**config.mk**
```make
export PLATFORM = sky130hd
export DESIGN_NAME = psum_requant_writer
export DESIGN_NICKNAME = d
export VERILOG_FILES = /design/src/rtl/psum_requant_writer_pkg.sv /design/src/rtl/psum_requant_writer_requant_sat.sv /design/src/rtl/psum_requant_writer.sv
export SDC_FILE = /design/constraint.sdc
export NUM_CORES = 1
export LEC_CHECK = 0
export BUFFER_PORTS_ARGS = -buffer_cell sky130_fd_sc_hd__buf_4
export CORE_AREA = 4 4 194 196
export CTS_BUF_LIST = sky130_fd_sc_hd__clkbuf_16
export DETAILED_ROUTE_END_ITERATION = 7
export DIE_AREA = 0 0 198 200
export GPL_TIMING_DRIVEN = 0
export PLACE_DENSITY = 0.66
export REMOVE_ABC_BUFFERS = 1
export SLEW_MARGIN = 20
export SYNTH_ARGS = -nofsm -noshare
export SYNTH_HDL_FRONTEND = slang
export SYNTH_HIERARCHICAL = 1
export SYNTH_SLANG_ARGS = --single-unit
```
**constraint.sdc**
```tcl
create_clock -name clk -period 7.5 [get_ports clk]
set_input_delay 2.25 -clock clk [delete_from_list [all_inputs] [get_ports clk]]
set_output_delay 2.25 -clock clk [all_outputs]
set_load 0.02 [all_outputs]
```
**src/rtl/psum_requant_writer_pkg.sv**
```systemverilog
// Purpose: shared types and constants for the psum requantizing SRAM writer.
// Latency: n/a (declarations only).
// Backpressure: n/a.
package psum_requant_writer_pkg;

  // Width of the programmable right-shift amount.
  localparam int SHIFT_BW = 4;

  // Default geometry: 16 channels packed 4 per output word.
  localparam int INPUT_CH = 16;
  localparam int PACK     = 4;

  // Number of output words produced per captured vector.
  function automatic int words_of(input int ch, input int pk);
    return ch / pk;
  endfunction

  localparam int WORDS = words_of(INPUT_CH, PACK);

  typedef enum logic [0:0] {
    ST_IDLE  = 1'b0,
    ST_DRAIN = 1'b1
  } state_t;

endpackage

```
**src/rtl/psum_requant_writer_requant_sat.sv**
```systemverilog
// Purpose: single-channel requantizer: signed psum -> bw-bit unsigned via shift + saturate.
// Latency: combinational.
// Backpressure: none (pure function of inputs).
//
// Ports:
//   x      signed psum for one channel
//   shift  arithmetic right-shift amount
//   q      saturated unsigned activation
// Build option: PSUM_REQUANT_ROUND_EN adds round-half-up before the shift.
module requant_sat
  import psum_requant_writer_pkg::*;
#(
  parameter int bw      = 4,
  parameter int psum_bw = 16
) (
  input  logic signed [psum_bw-1:0]  x,
  input  logic        [SHIFT_BW-1:0] shift,
  output logic        [bw-1:0]       q
);

  localparam logic [psum_bw:0] q_max = (psum_bw+1)'((1 << bw) - 1);

  // One extra bit of headroom so the rounding add cannot wrap.
  logic [psum_bw:0] shifted;

`ifdef PSUM_REQUANT_ROUND_EN
  logic [psum_bw:0] half;
  logic [psum_bw:0] biased;

  // (1 << shift) >> 1 is 2^(shift-1) for shift>0 and 0 for shift==0.
  assign half    = ({{psum_bw{1'b0}}, 1'b1} << shift) >> 1;
  assign biased  = {x[psum_bw-1], x} + half;
  assign shifted = biased >> shift;
`else
  assign shifted = {x[psum_bw-1], x} >> shift;
`endif

  // Negative inputs clamp to zero, so the shifts above only ever act on
  // non-negative values and a logical shift is equivalent to arithmetic.
  always_comb begin
    if (x[psum_bw-1]) begin
      q = '0;
    end else if (shifted > q_max) begin
      q = '1;
    end else begin
      q = shifted[bw-1:0];
    end
  end

endmodule

```
**src/rtl/psum_requant_writer.sv**
```systemverilog
// Purpose: capture an SFU psum vector, requantize per channel, drain packed words to SRAM.
// Latency: word 0 valid the cycle after an accepted load; one word per cycle when ready.
// Backpressure: out_ready=0 holds out_data/out_addr/out_valid; loads while busy are dropped (ovf).
//
// Ports:
//   clk, reset            clock, async active-low reset
//   psums_in, load        SFU vector and its capture strobe
//   shift, base_addr      requant shift and word-0 address, sampled at accepted load
//   out_valid/out_ready   write-port handshake; out_data packed word, out_addr write address
//   busy, done            drain in progress / one-cycle pulse after last word
//   ovf, ovf_clr          sticky dropped-load flag and its clear
// Build option: PSUM_REQUANT_ROUND_EN enables round-half-up in each channel requantizer.
module psum_requant_writer
  import psum_requant_writer_pkg::*;
#(
  parameter int bw       = 4,
  parameter int psum_bw  = 16,
  parameter int input_ch = INPUT_CH,
  parameter int pack     = PACK,
  parameter int addr_bw  = 11
) (
  input  logic                        clk,
  input  logic                        reset,
  input  logic [psum_bw*input_ch-1:0] psums_in,
  input  logic                        load,
  input  logic [SHIFT_BW-1:0]         shift,
  input  logic [addr_bw-1:0]          base_addr,
  output logic                        out_valid,
  input  logic                        out_ready,
  output logic [bw*pack-1:0]          out_data,
  output logic [addr_bw-1:0]          out_addr,
  output logic                        busy,
  output logic                        done,
  output logic                        ovf,
  input  logic                        ovf_clr
);

  localparam int n_words = words_of(input_ch, pack);
  localparam int w_bw    = (n_words > 1) ? $clog2(n_words) : 1;
  localparam logic [w_bw-1:0] last_w = w_bw'(n_words - 1);

  state_t state_q;
  state_t state_d;

  // Shadow vector viewed as one row of psums per output word.
  logic [n_words-1:0][pack*psum_bw-1:0] shadow_q;
  logic [SHIFT_BW-1:0]                  shift_q;
  logic [addr_bw-1:0]                   base_q;
  logic [w_bw-1:0]                      w_q;
  logic                                 done_q;
  logic                                 ovf_q;

  logic                    accept;
  logic                    hs;
  logic                    last_hs;
  logic [pack*psum_bw-1:0] cur_psums;
  logic [bw*pack-1:0]      cur_word;

  assign accept    = (state_q == ST_IDLE) & load;
  assign hs        = (state_q == ST_DRAIN) & out_ready;
  assign last_hs   = hs & (w_q == last_w);
  assign cur_psums = shadow_q[w_q];

  // Only one word's worth of requantizers; the word index selects the row.
  // Inputs are all registers, so the word stays stable across stalls.
  for (genvar j = 0; j < pack; j++) begin : g_lane
    requant_sat #(
      .bw      (bw),
      .psum_bw (psum_bw)
    ) u_sat (
      .x     (cur_psums[j*psum_bw +: psum_bw]),
      .shift (shift_q),
      .q     (cur_word[j*bw +: bw])
    );
  end

  // State register.
  always_ff @(posedge clk or negedge reset) begin
    if (!reset) begin
      state_q <= ST_IDLE;
    end else begin
      state_q <= state_d;
    end
  end

  // Next-state logic.
  always_comb begin
    state_d = state_q;
    case (state_q)
      ST_IDLE:  if (load)    state_d = ST_DRAIN;
      ST_DRAIN: if (last_hs) state_d = ST_IDLE;
      default:               state_d = ST_IDLE;
    endcase
  end

  // Output logic; outputs read zero outside a drain.
  always_comb begin
    out_valid = 1'b0;
    busy      = 1'b0;
    out_data  = '0;
    out_addr  = '0;
    if (state_q == ST_DRAIN) begin
      out_valid = 1'b1;
      busy      = 1'b1;
      out_data  = cur_word;
      out_addr  = base_q + addr_bw'(w_q);
    end
  end

  assign done = done_q;
  assign ovf  = ovf_q;

  // Datapath: capture, word counter, done pulse, sticky overflow.
  always_ff @(posedge clk or negedge reset) begin
    if (!reset) begin
      shadow_q <= '0;
      shift_q  <= '0;
      base_q   <= '0;
      w_q      <= '0;
      done_q   <= 1'b0;
      ovf_q    <= 1'b0;
    end else begin
      if (accept) begin
        shadow_q <= psums_in;
        shift_q  <= shift;
        base_q   <= base_addr;
        w_q      <= '0;
      end else if (hs && !last_hs) begin
        w_q <= w_q + 1'b1;
      end

      done_q <= last_hs;

      // A dropped load wins over a same-cycle clear.
      if (load && (state_q == ST_DRAIN)) begin
        ovf_q <= 1'b1;
      end else if (ovf_clr) begin
        ovf_q <= 1'b0;
      end
    end
  end

endmodule

```
==> flow_summary.toml, run 1 <==
[routing]
wl_per_cell_microns = 20.9
antenna_left = 0
finalWirelength_mm = 38.4
drt_iter0_drc = 597
via_count = 10388
drcViolationCount = 0
dr.pass1.iters = 5
viasPerCell = 5.65

[setup_path]
start_kind = "register"
worstSetupEndpoint = "out_data[2]"
crit_arrival_ps = 4270
startpoint = "w_q[0]$_DFFE_PN0P_"
path_max_fanout = 31
r2r-start = "state_q$_DFF_PN0_"
slowest_stage = "mux4_2"
critical_path.cell_chain = "buf_16, mux4_2, mux4_2, a2111oi_4, o22ai_1, a211o_1, a211o_1, and2_1, buf_4"
r2r-end = "shadow_q[148]$_DFFE_PN0P_"
critPathKind = "register to output pin"
end_kind = "output pin"
critPathRequiredTime_ps = 5250
slowest_delay_ps = 700
rr_worst_depth = 6
r2r_slack_ps = 4760

[timing]
worstMarginPinSlew_ps = 782
fin_crit_sh = 0.870
slew_violations = 0
setup_ws_ps = 977
slew_headroom = 0.478
final.setup.tns_ps = 0
skew_ps = 7.36
max_freq_mhz = 153
fin_hold_ws_ps = 483
setup_viol = 0
hold_violations = 0
rsz0062_at_grt = "no"
finalCriticalPeriod_ps = 6520

[yosys]
seq_area_frac_synth = 0.432
ys_ff_latch = 276
synth_area_per_cell_sq_um = 15.0
ys_warn_count = 6
yosys_most_used_dff = "dfrtp_1"
synth_area_leaders = "dfrtp_1 43%, mux4_2 16%, mux2_2 13%"
yosys.area.top_type = "dfrtp_1"
synthCells = 1065
synth_area_sq_um = 16000
synth_top_area_share = 0.432
async_reset_ff_frac = 1.00
synth-edff-count = 0
ys_types = 54

[placed_design]
dp_slack_ps = 1560
port_buffers = 306
gp_congestion = 0.836
post-dp-hpwl_mm = 27.8
numPlacedInstances = 1781

[min_path]
hp-class = "register to register"

[clocking]
clockRootBuffer = "clkbuf_16"
insertion_delay_ps = 570
clock_sinks = 276
ctsHoldBuffers = 0
numCtsBuffers = 31
cts_buffer_depth = 3
post_cts_buffers = 0
clk_pin_slew_ps = 60
ctsHtreeMaxLevel = 1
cts_tree = "done"
post_cts_resized = 0

[cells_and_area]
area_growth_pct = 22.8
nFillCells = 3024
utilization = 0.544
final_nets = 1626
layout-drive-gt1-share = 0.567
layoutNonFillerInstCount = 1840

[die]
die_y_microns = 200
start_util = 0.443
fp.dieW_microns = 198
num_io_pins = 307
rows = 70
core-area_sq_um = 36100
dieArea_sq_um = 39600

[global_route]
grtUsageTotal = 0.191
grt_pass1_wl_mm = 61.0
antenna_found_initial = 4
first_global_vias = 10920
grt.overflow.total = 0
grt_max_degree = 94

[flow_run]
drv_cap = 0

[power]
leakagePower_nw = 8.30
p_per_area_nw_per_um2 = 513
vdd_ir_drop_max_uv = 490

[status]
run_status = "finished, final reports clean"
-- routing by layer --
| layer | track usage | up-vias | wire, microns |
|---|---|---|---|
| li1 | - | 4700 | - |
| met1 | 0.268 | 5358 | 16600 |
| met2 | 0.307 | 268 | 18500 |
| met3 | 0.0490 | 56 | 2500 |
| met4 | 0.0411 | 6 | 789 |
| met5 | 0 | - | 38 |
-- per-stage QoR --
step	power (mW)	area [sq um]
floorplan	7.33	15200
global placement	8.99	18100
detailed placement	8.72	18700
CTS	10.2	19600
global route	10.8	19600
finish	10.1	19600
-- power by group --
part	total, mW	switching [mW]	internal (mW)
Combinational	5.84	2.59	3.26
Clock	1.40	0.618	0.784
Sequential	2.84	0.591	2.25
-- worst max-delay path: cells and delay by family, from the launching register on --
kind	cells	cell delay (ps)
muxes	2	1260
AOI/OAI and AO/OA	4	1100
DFF	1	680
buffers and inverters	2	450
and+or+nand+nor	1	160
-- layout make-up --
type                            count  area (sq um)  area share
Sequential cell                   276          6930       0.352
Multi-Input combinational cell    695          8280       0.421
Clock buffer                       31           776      0.0395
Timing Repair Buffer              329          2870       0.146
Inverter                           13          48.8     0.00248
Antenna cell                        2          5.00    0.000255
Clock inverter                     26           159     0.00809
Tap cell                          468           586      0.0298
-- Yosys cell counts, drive strengths merged (5+ instances only) --
cell type / count
dfrtp: 276
mux2: 268
mux4: 128
buf: 63
nand2: 36
nor2: 28
a211oi: 24
nor2b: 21
a211o: 20
and2: 18
clkbuf: 18
a2111oi: 16
mux2i: 16
or3: 14
a21oi: 13
o21ai: 11
inv: 9
nor3: 8
or3b: 8
nand3: 7
and3: 5
xor2: 5
-- placed cells by master (no fill, tap or decap), drive strengths merged, types with 5 or more instances in the layout --
cell / synthesis / layout
and3: 5 / 5
nor2b: 21 / 21
or3: 14 / 14
a2111oi: 16 / 16
clkbuf: 18 / 31
clkinv: 4 / 18
inv: 9 / 17
and2: 18 / 18
nand3: 7 / 7
dfrtp: 276 / 276
mux2: 268 / 268
nor2: 28 / 28
xor2: 5 / 5
nor3: 8 / 8
nand2: 36 / 36
buf: 63 / 329
mux2i: 16 / 16
a21oi: 13 / 13
mux4: 128 / 128
a211oi: 24 / 24
or3b: 8 / 8
o21ai: 11 / 11
a211o: 20 / 20
-- kinds of logic (layout without fill, tap and decap cells) --
kind of cell	count (synthesis)	count (layout)	synth area share
xor gates and xnor gates	7	7	0.00571
other	0	2	0
buffers and inverters	94	399	0.0511
AOI/OAI and AO/OA	115	115	0.0591
muxes	412	412	0.394
and+or+nand+nor	157	157	0.0543
DFF	276	276	0.432
adders and majority gates	4	4	0.00360
-- worst min path at each step --
stage | from | endpoint | cells after the start
floorplan | shadow_q[143]$_DFFE_PN0P_ | shadow_q[143]$_DFFE_PN0P_ | 1
global placement | shadow_q[8]$_DFFE_PN0P_ | shadow_q[8]$_DFFE_PN0P_ | 1
detailed placement | shadow_q[61]$_DFFE_PN0P_ | shadow_q[61]$_DFFE_PN0P_ | 1
CTS | shadow_q[194]$_DFFE_PN0P_ | shadow_q[194]$_DFFE_PN0P_ | 1
global route | shadow_q[180]$_DFFE_PN0P_ | shadow_q[180]$_DFFE_PN0P_ | 1
finish | shadow_q[195]$_DFFE_PN0P_ | shadow_q[195]$_DFFE_PN0P_ | 1
-- sequential cells by signal (all words and copies together), names as in the netlist --
| name | flops |
|---|---|
| shadow_q | 256 |
| base_q | 11 |
| shift_q | 4 |
| w_q | 2 |
| done | 1 |
| ovf | 1 |
| state_q | 1 |
No activity file was read; power rests on OpenSTA's default activity.
==> run 2: changes to the inputs <==
--- a/config.mk
+++ b/config.mk
@@ -6,15 +6,14 @@
 export NUM_CORES = 1
 export LEC_CHECK = 0
 export BUFFER_PORTS_ARGS = -buffer_cell sky130_fd_sc_hd__buf_4
-export CORE_AREA = 4 4 194 196
+export CORE_AREA = 4 4 195 197
 export CTS_BUF_LIST = sky130_fd_sc_hd__clkbuf_16
 export DETAILED_ROUTE_END_ITERATION = 7
-export DIE_AREA = 0 0 198 200
+export DIE_AREA = 0 0 199 201
 export GPL_TIMING_DRIVEN = 0
 export PLACE_DENSITY = 0.66
 export REMOVE_ABC_BUFFERS = 1
 export SLEW_MARGIN = 20
 export SYNTH_ARGS = -nofsm -noshare
 export SYNTH_HDL_FRONTEND = slang
-export SYNTH_HIERARCHICAL = 1
 export SYNTH_SLANG_ARGS = --single-unit
==> run 2 against run 1 <==
Compared with the run above:
- worst setup slack worse by 240 ps
- largest cell class unchanged
- die area is 1.0% higher
- highest routed layer is now met4
- first-iteration DRC count up 49%
- fmax shrank 3.6%
==> flow_summary.toml, run 2 <==
[setup_path]
r2r_slack_ps = 4820
slowest_delay_ps = 930
crit_arrival_ps = 4520
r2r-end = "shadow_q[50]$_DFFE_PN0P_"
start_kind = "register"
rr_worst_depth = 6
critPathRequiredTime_ps = 5250
slowest_stage = "dfrtp_4"
critPathKind = "register to output pin"
r2r-start = "state_q$_DFF_PN0_"
path_max_fanout = 51
critical_path.cell_chain = "buf_12, clkinv_2, nor2_1, o21ai_0, nand3_1, o2111ai_1, o31ai_2, a21oi_1, buf_4"
end_kind = "output pin"

[yosys]
ys_warn_count = 0
yosys-top-cells-count = "294 x mux2_2, 276 x dfrtp_1, 101 x mux4_2, 60 x mux2i_1, 59 x clkbuf_1"
synth_area_per_cell_sq_um = 12.8
synthCells = 1255
async_reset_ff_frac = 1.00
yosys_most_used_dff = "dfrtp_1"
synth_top_area_share = 0.429
seq_area_frac_synth = 0.429
synth_most_common_cell = "mux2_2"
yosys.area.top_type = "dfrtp_1"
synth_area_leaders = "dfrtp_1 43%, mux2_2 21%, mux4_2 14%"
ys_types = 55
synth_area_sq_um = 16100
ys_ff_latch = 276
synth-edff-count = 0

[clocking]
ctsHoldBuffers = 0
clockRootBuffer = "clkbuf_16"
numCtsBuffers = 34
post_cts_buffers = 0
ctsHtreeMaxLevel = 2
clk_pin_slew_ps = 50
insertion_delay_ps = 530
cts_buffer_depth = 3
post_cts_resized = 0
cts_tree = "done"
clock_sinks = 276

[placed_design]
port_buffers = 306
dp_slack_ps = 1420
post-dp-hpwl_mm = 35.7
numPlacedInstances = 1951
gp_congestion = 0.919

[die]
core-area_sq_um = 36300
dieArea_sq_um = 40000
start_util = 0.444
fp.dieW_microns = 199
num_io_pins = 307
rows = 70
die_y_microns = 201

[cells_and_area]
layout_common_cells = "305 x buf_4, 294 x mux2_2, 272 x dfrtp_1, 101 x mux4_2, 60 x mux2i_1"
layoutNonFillerInstCount = 2017
largest_register_ffs = 256
layout-drive-gt1-share = 0.510
largest_register = "shadow_q"
layout_commonest_cell = "buf_4"
largestRegisters = "shadow_q (256), base_q (11), shift_q (4)"
final_nets = 1799
area_growth_pct = 25.3

[timing]
final.setup.tns_ps = 0
hold_violations = 0
skew_ps = 12.3
finalCriticalPeriod_ps = 6770
setup_ws_ps = 733
slew_headroom = 0.297
rsz0062_at_grt = "no"
max_freq_mhz = 148
fin_hold_ws_ps = 499
slew_violations = 0
setup_viol = 0
fin_crit_sh = 0.902
worstMarginPinSlew_ps = 1050

[global_route]
grt_max_degree = 79
antenna_found_initial = 7
first_global_vias = 12444
grt_pass1_wl_mm = 74.4
grtUsageTotal = 0.241
grt.overflow.total = 0

[min_path]
hold_depth = 1
hp-class = "register to register"
hold-path-endpoint = "shadow_q[144]$_DFFE_PN0P_"
min_from = "shadow_q[144]$_DFFE_PN0P_"

[power]
p_per_area_nw_per_um2 = 510
leakagePower_nw = 8.51
vdd_ir_drop_max_uv = 210

[routing]
dr.pass1.iters = 5
finalWirelength_mm = 48.5
via_count = 12064
drcViolationCount = 0
viasPerCell = 5.98
wl_per_cell_microns = 24.1
drt_iter0_drc = 888
antenna_left = 0

[flow_run]
drv_cap = 0

[status]
run_status = "finished, final reports clean"
-- run 2: per-stage QoR --
step / power, mW / utilization / instance area [sq um]
final: 10.3 / 0.557 / 20200
after global routing: 11.0 / 0.557 / 20200
after CTS: 10.3 / 0.556 / 20200
after detailed placement: 8.62 / 0.526 / 19100
after global placement: 8.90 / 0.510 / 18500
after floorplan: 7.01 / - / 15600
-- run 2: cells by family after synthesis --
kind of cell	Yosys count	share of synthesized area
AO/OA/AOI/OAI	216	0.0920
XOR/XNOR	6	0.00326
adder cells (fa/ha/maj)	4	0.00357
buffers and inverters	109	0.0315
flip-flops	276	0.429
multiplexers	455	0.384
AND/OR/NAND/NOR	189	0.0565
-- run 2: critical path: cells and delay by family (launching register included) --
| family | cells | cell delay [ps] |
|---|---|---|
| buf+inv | 3 | 1160 |
| compound gates | 4 | 980 |
| flops | 1 | 930 |
| simple gates | 2 | 820 |
-- run 2: routing by layer --
layer	up-vias	global-route usage	wire length, microns
li1	5412	-	-
met1	6122	0.340	21200
met2	454	0.368	22300
met3	76	0.0569	3530
met4	0	0.0852	1470
met5	-	0	0
-- run 2: how the worst max path moves through the flow --
| stage | startpoint | end | slack, ps |
|---|---|---|---|
| finish | shift_q[0]$_DFFE_PN0P_ | out_data[9] | 730 |
| detailed placement | shift_q[0]$_DFFE_PN0P_ | out_data[8] | 1420 |
| global route | w_q[1]$_DFFE_PN0P_ | out_data[9] | 530 |
| global placement | load | shadow_q[249]$_DFFE_PN0P_ | -14430 |
| floorplan | load | base_q[0]$_DFFE_PN0P_ | -7920 |
| CTS | w_q[1]$_DFFE_PN0P_ | out_data[8] | 830 |
-- run 2: layout make-up --
| class | count | area, sq um |
|---|---|---|
| fillers | 3035 | 16100 |
| multi-input cells | 870 | 8720 |
| flip-flops and latches | 276 | 6920 |
| repair buffers | 328 | 2810 |
| clock buffers | 37 | 926 |
| well taps | 468 | 586 |
| clock inverters | 22 | 173 |
| inverters | 9 | 35.0 |
| diodes | 7 | 17.5 |
-- run 2: power by group --
group | total (mW) | leakage, nW | switching [mW] | internal, mW
sequential | 3.07 | 3.32 | 0.822 | 2.25
clock | 1.63 | 0.576 | 0.642 | 0.986
combinational | 5.59 | 4.61 | 2.77 | 2.82
==> run 3: changes to the inputs <==
--- a/config.mk
+++ b/config.mk
@@ -6,12 +6,14 @@
 export NUM_CORES = 1
 export LEC_CHECK = 0
 export BUFFER_PORTS_ARGS = -buffer_cell sky130_fd_sc_hd__buf_4
+export CELL_PAD_IN_SITES_DETAIL_PLACEMENT = 1
+export CELL_PAD_IN_SITES_GLOBAL_PLACEMENT = 1
 export CORE_AREA = 4 4 195 197
 export CTS_BUF_LIST = sky130_fd_sc_hd__clkbuf_16
 export DETAILED_ROUTE_END_ITERATION = 7
 export DIE_AREA = 0 0 199 201
 export GPL_TIMING_DRIVEN = 0
-export PLACE_DENSITY = 0.66
+export PLACE_DENSITY_LB_ADDON = 0.1
 export REMOVE_ABC_BUFFERS = 1
 export SLEW_MARGIN = 20
 export SYNTH_ARGS = -nofsm -noshare
==> run 3 against run 2 <==
Compared with the run above:
- critical path depth is 1 lower
- sequential power up 2%
- wire length increased by 7.5%
- via count grew 1.6%
- highest routed layer is now met5
- design area about the same
- utilization hardly changed
- cell count shrank 0.25%
==> flow_summary.toml, run 3 (synthesis results as in run 2) <==
[global_route]
grt_max_degree = 95
grt_pass1_wl_mm = 80.3
grt.overflow.total = 0
antenna_found_initial = 7
grtUsageTotal = 0.259
first_global_vias = 13354

[cells_and_area]
largest_register_ffs = 256
area_growth_pct = 25.3
largest_register = "shadow_q"
layout_commonest_cell = "buf_4"
final_nets = 1799
layout-drive-gt1-share = 0.511
largestRegisters = "shadow_q (256), base_q (11), shift_q (4)"
stdcell_area_sq_um = 20200
layout_common_cells = "305 x buf_4, 294 x mux2_2, 271 x dfrtp_1, 101 x mux4_2, 60 x mux2i_1"
layoutNonFillerInstCount = 2012

[routing]
antenna_left = 0
wl_per_cell_microns = 25.9
drcViolationCount = 0
dr.pass1.iters = 5
via_count = 12263
drt_iter0_drc = 756
finalWirelength_mm = 52.2
viasPerCell = 6.09

[setup_path]
path_max_fanout = 45
r2r-end = "shadow_q[171]$_DFFE_PN0P_"
crit_arrival_ps = 4470
critPathRequiredTime_ps = 5250
r2r-start = "state_q$_DFF_PN0_"
end_kind = "output pin"
critPathKind = "register to output pin"
r2r_slack_ps = 4630
rr_worst_depth = 6
start_kind = "register"

[status]
run_status = "finished, final reports clean"

[die]
start_util = 0.444
fp.dieW_microns = 199
core-area_sq_um = 36300
die_y_microns = 201
num_io_pins = 307
rows = 70
dieArea_sq_um = 40000

[power]
vdd_ir_drop_max_uv = 269
leakagePower_nw = 8.50
p_per_area_nw_per_um2 = 515
power_mw = 10.4

[flow_run]
drv_cap = 0

[min_path]
hp-class = "register to register"
hold_depth = 1
min_from = "shadow_q[128]$_DFFE_PN0P_"
hold-path-endpoint = "shadow_q[128]$_DFFE_PN0P_"

[clocking]
ctsHtreeMaxLevel = 2
insertion_delay_ps = 520
clk_pin_slew_ps = 60
post_cts_buffers = 0
cts_buffer_depth = 3
cts_tree = "done"
clockRootBuffer = "clkbuf_16"
ctsHoldBuffers = 0
clock_sinks = 276
post_cts_resized = 0
numCtsBuffers = 34

[timing]
rsz0062_at_grt = "no"
skew_ps = 12.3
slew_headroom = 0.312
max_freq_mhz = 149
fin_crit_sh = 0.896
slew_violations = 0
fin_hold_ws_ps = 501
worstMarginPinSlew_ps = 1030
hold_violations = 0
finalCriticalPeriod_ps = 6720
setup_viol = 0
setup_ws_ps = 781

[placed_design]
port_buffers = 306
numPlacedInstances = 1951
post-dp-hpwl_mm = 37.6
dp_slack_ps = 1390
gp_congestion = 0.846
placed_area_sq_um = 19100
[run 3: power by group]
part	switching, mW	total [mW]	leakage, nW	internal (mW)
registers	0.870	3.12	3.32	2.25
logic	2.82	5.65	4.61	2.83
clock network	0.643	1.63	0.571	0.984
total	4.33	10.4	8.50	6.06
[run 3: worst max-delay path by stage]
stage,slack [ps],to,cells after the start,startpoint
finish,780,out_data[7],8,shift_q[0]$_DFFE_PN0P_
global placement,-14570,shadow_q[171]$_DFFE_PN0P_,3,load
floorplan,-7920,base_q[0]$_DFFE_PN0P_,2,load
global route,620,out_data[10],8,shift_q[0]$_DFFE_PN0P_
detailed placement,1390,out_data[1],8,shift_q[2]$_DFFE_PN0P_
CTS,810,out_data[1],8,shift_q[2]$_DFFE_PN0P_
[run 3: per-stage QoR]
step	util	setup TNS (ps)
6_report	0.556	0
2_1_floorplan	-	-2178420
5_1_grt	0.556	0
3_3_place_gp	0.510	-4043650
4_1_cts	0.556	0
3_5_place_dp	0.526	0
[run 3: layout make-up]
cell class                 count  area (sq um)
sequential                   276          6920
timing repair buffer         328          2810
antenna                        3          7.51
clock buffer                  37           926
inverter                       9          35.0
fill                        3658         16100
tap                          468           586
multi-input combinational    870          8720
clock inverter                21           165
[run 3: metal layers]
metal	track usage	vias to the layer above	part of all wire
li1	-	5399	-
met1	0.356	6417	0.43
met2	0.422	374	0.49
met3	0.0592	65	0.066
met4	0.0537	8	0.018
met5	0	-	0.00092
[run 3: worst max-delay path, cell delays in order (launching register included)]
cell       delay (ps)
dfrtp_4           850
clkinv_2          770
nor2_1            960
o21ai_0           250
nand3_1           190
o2111ai_1         140
o31ai_2           350
a21oi_1           160
buf_4             190
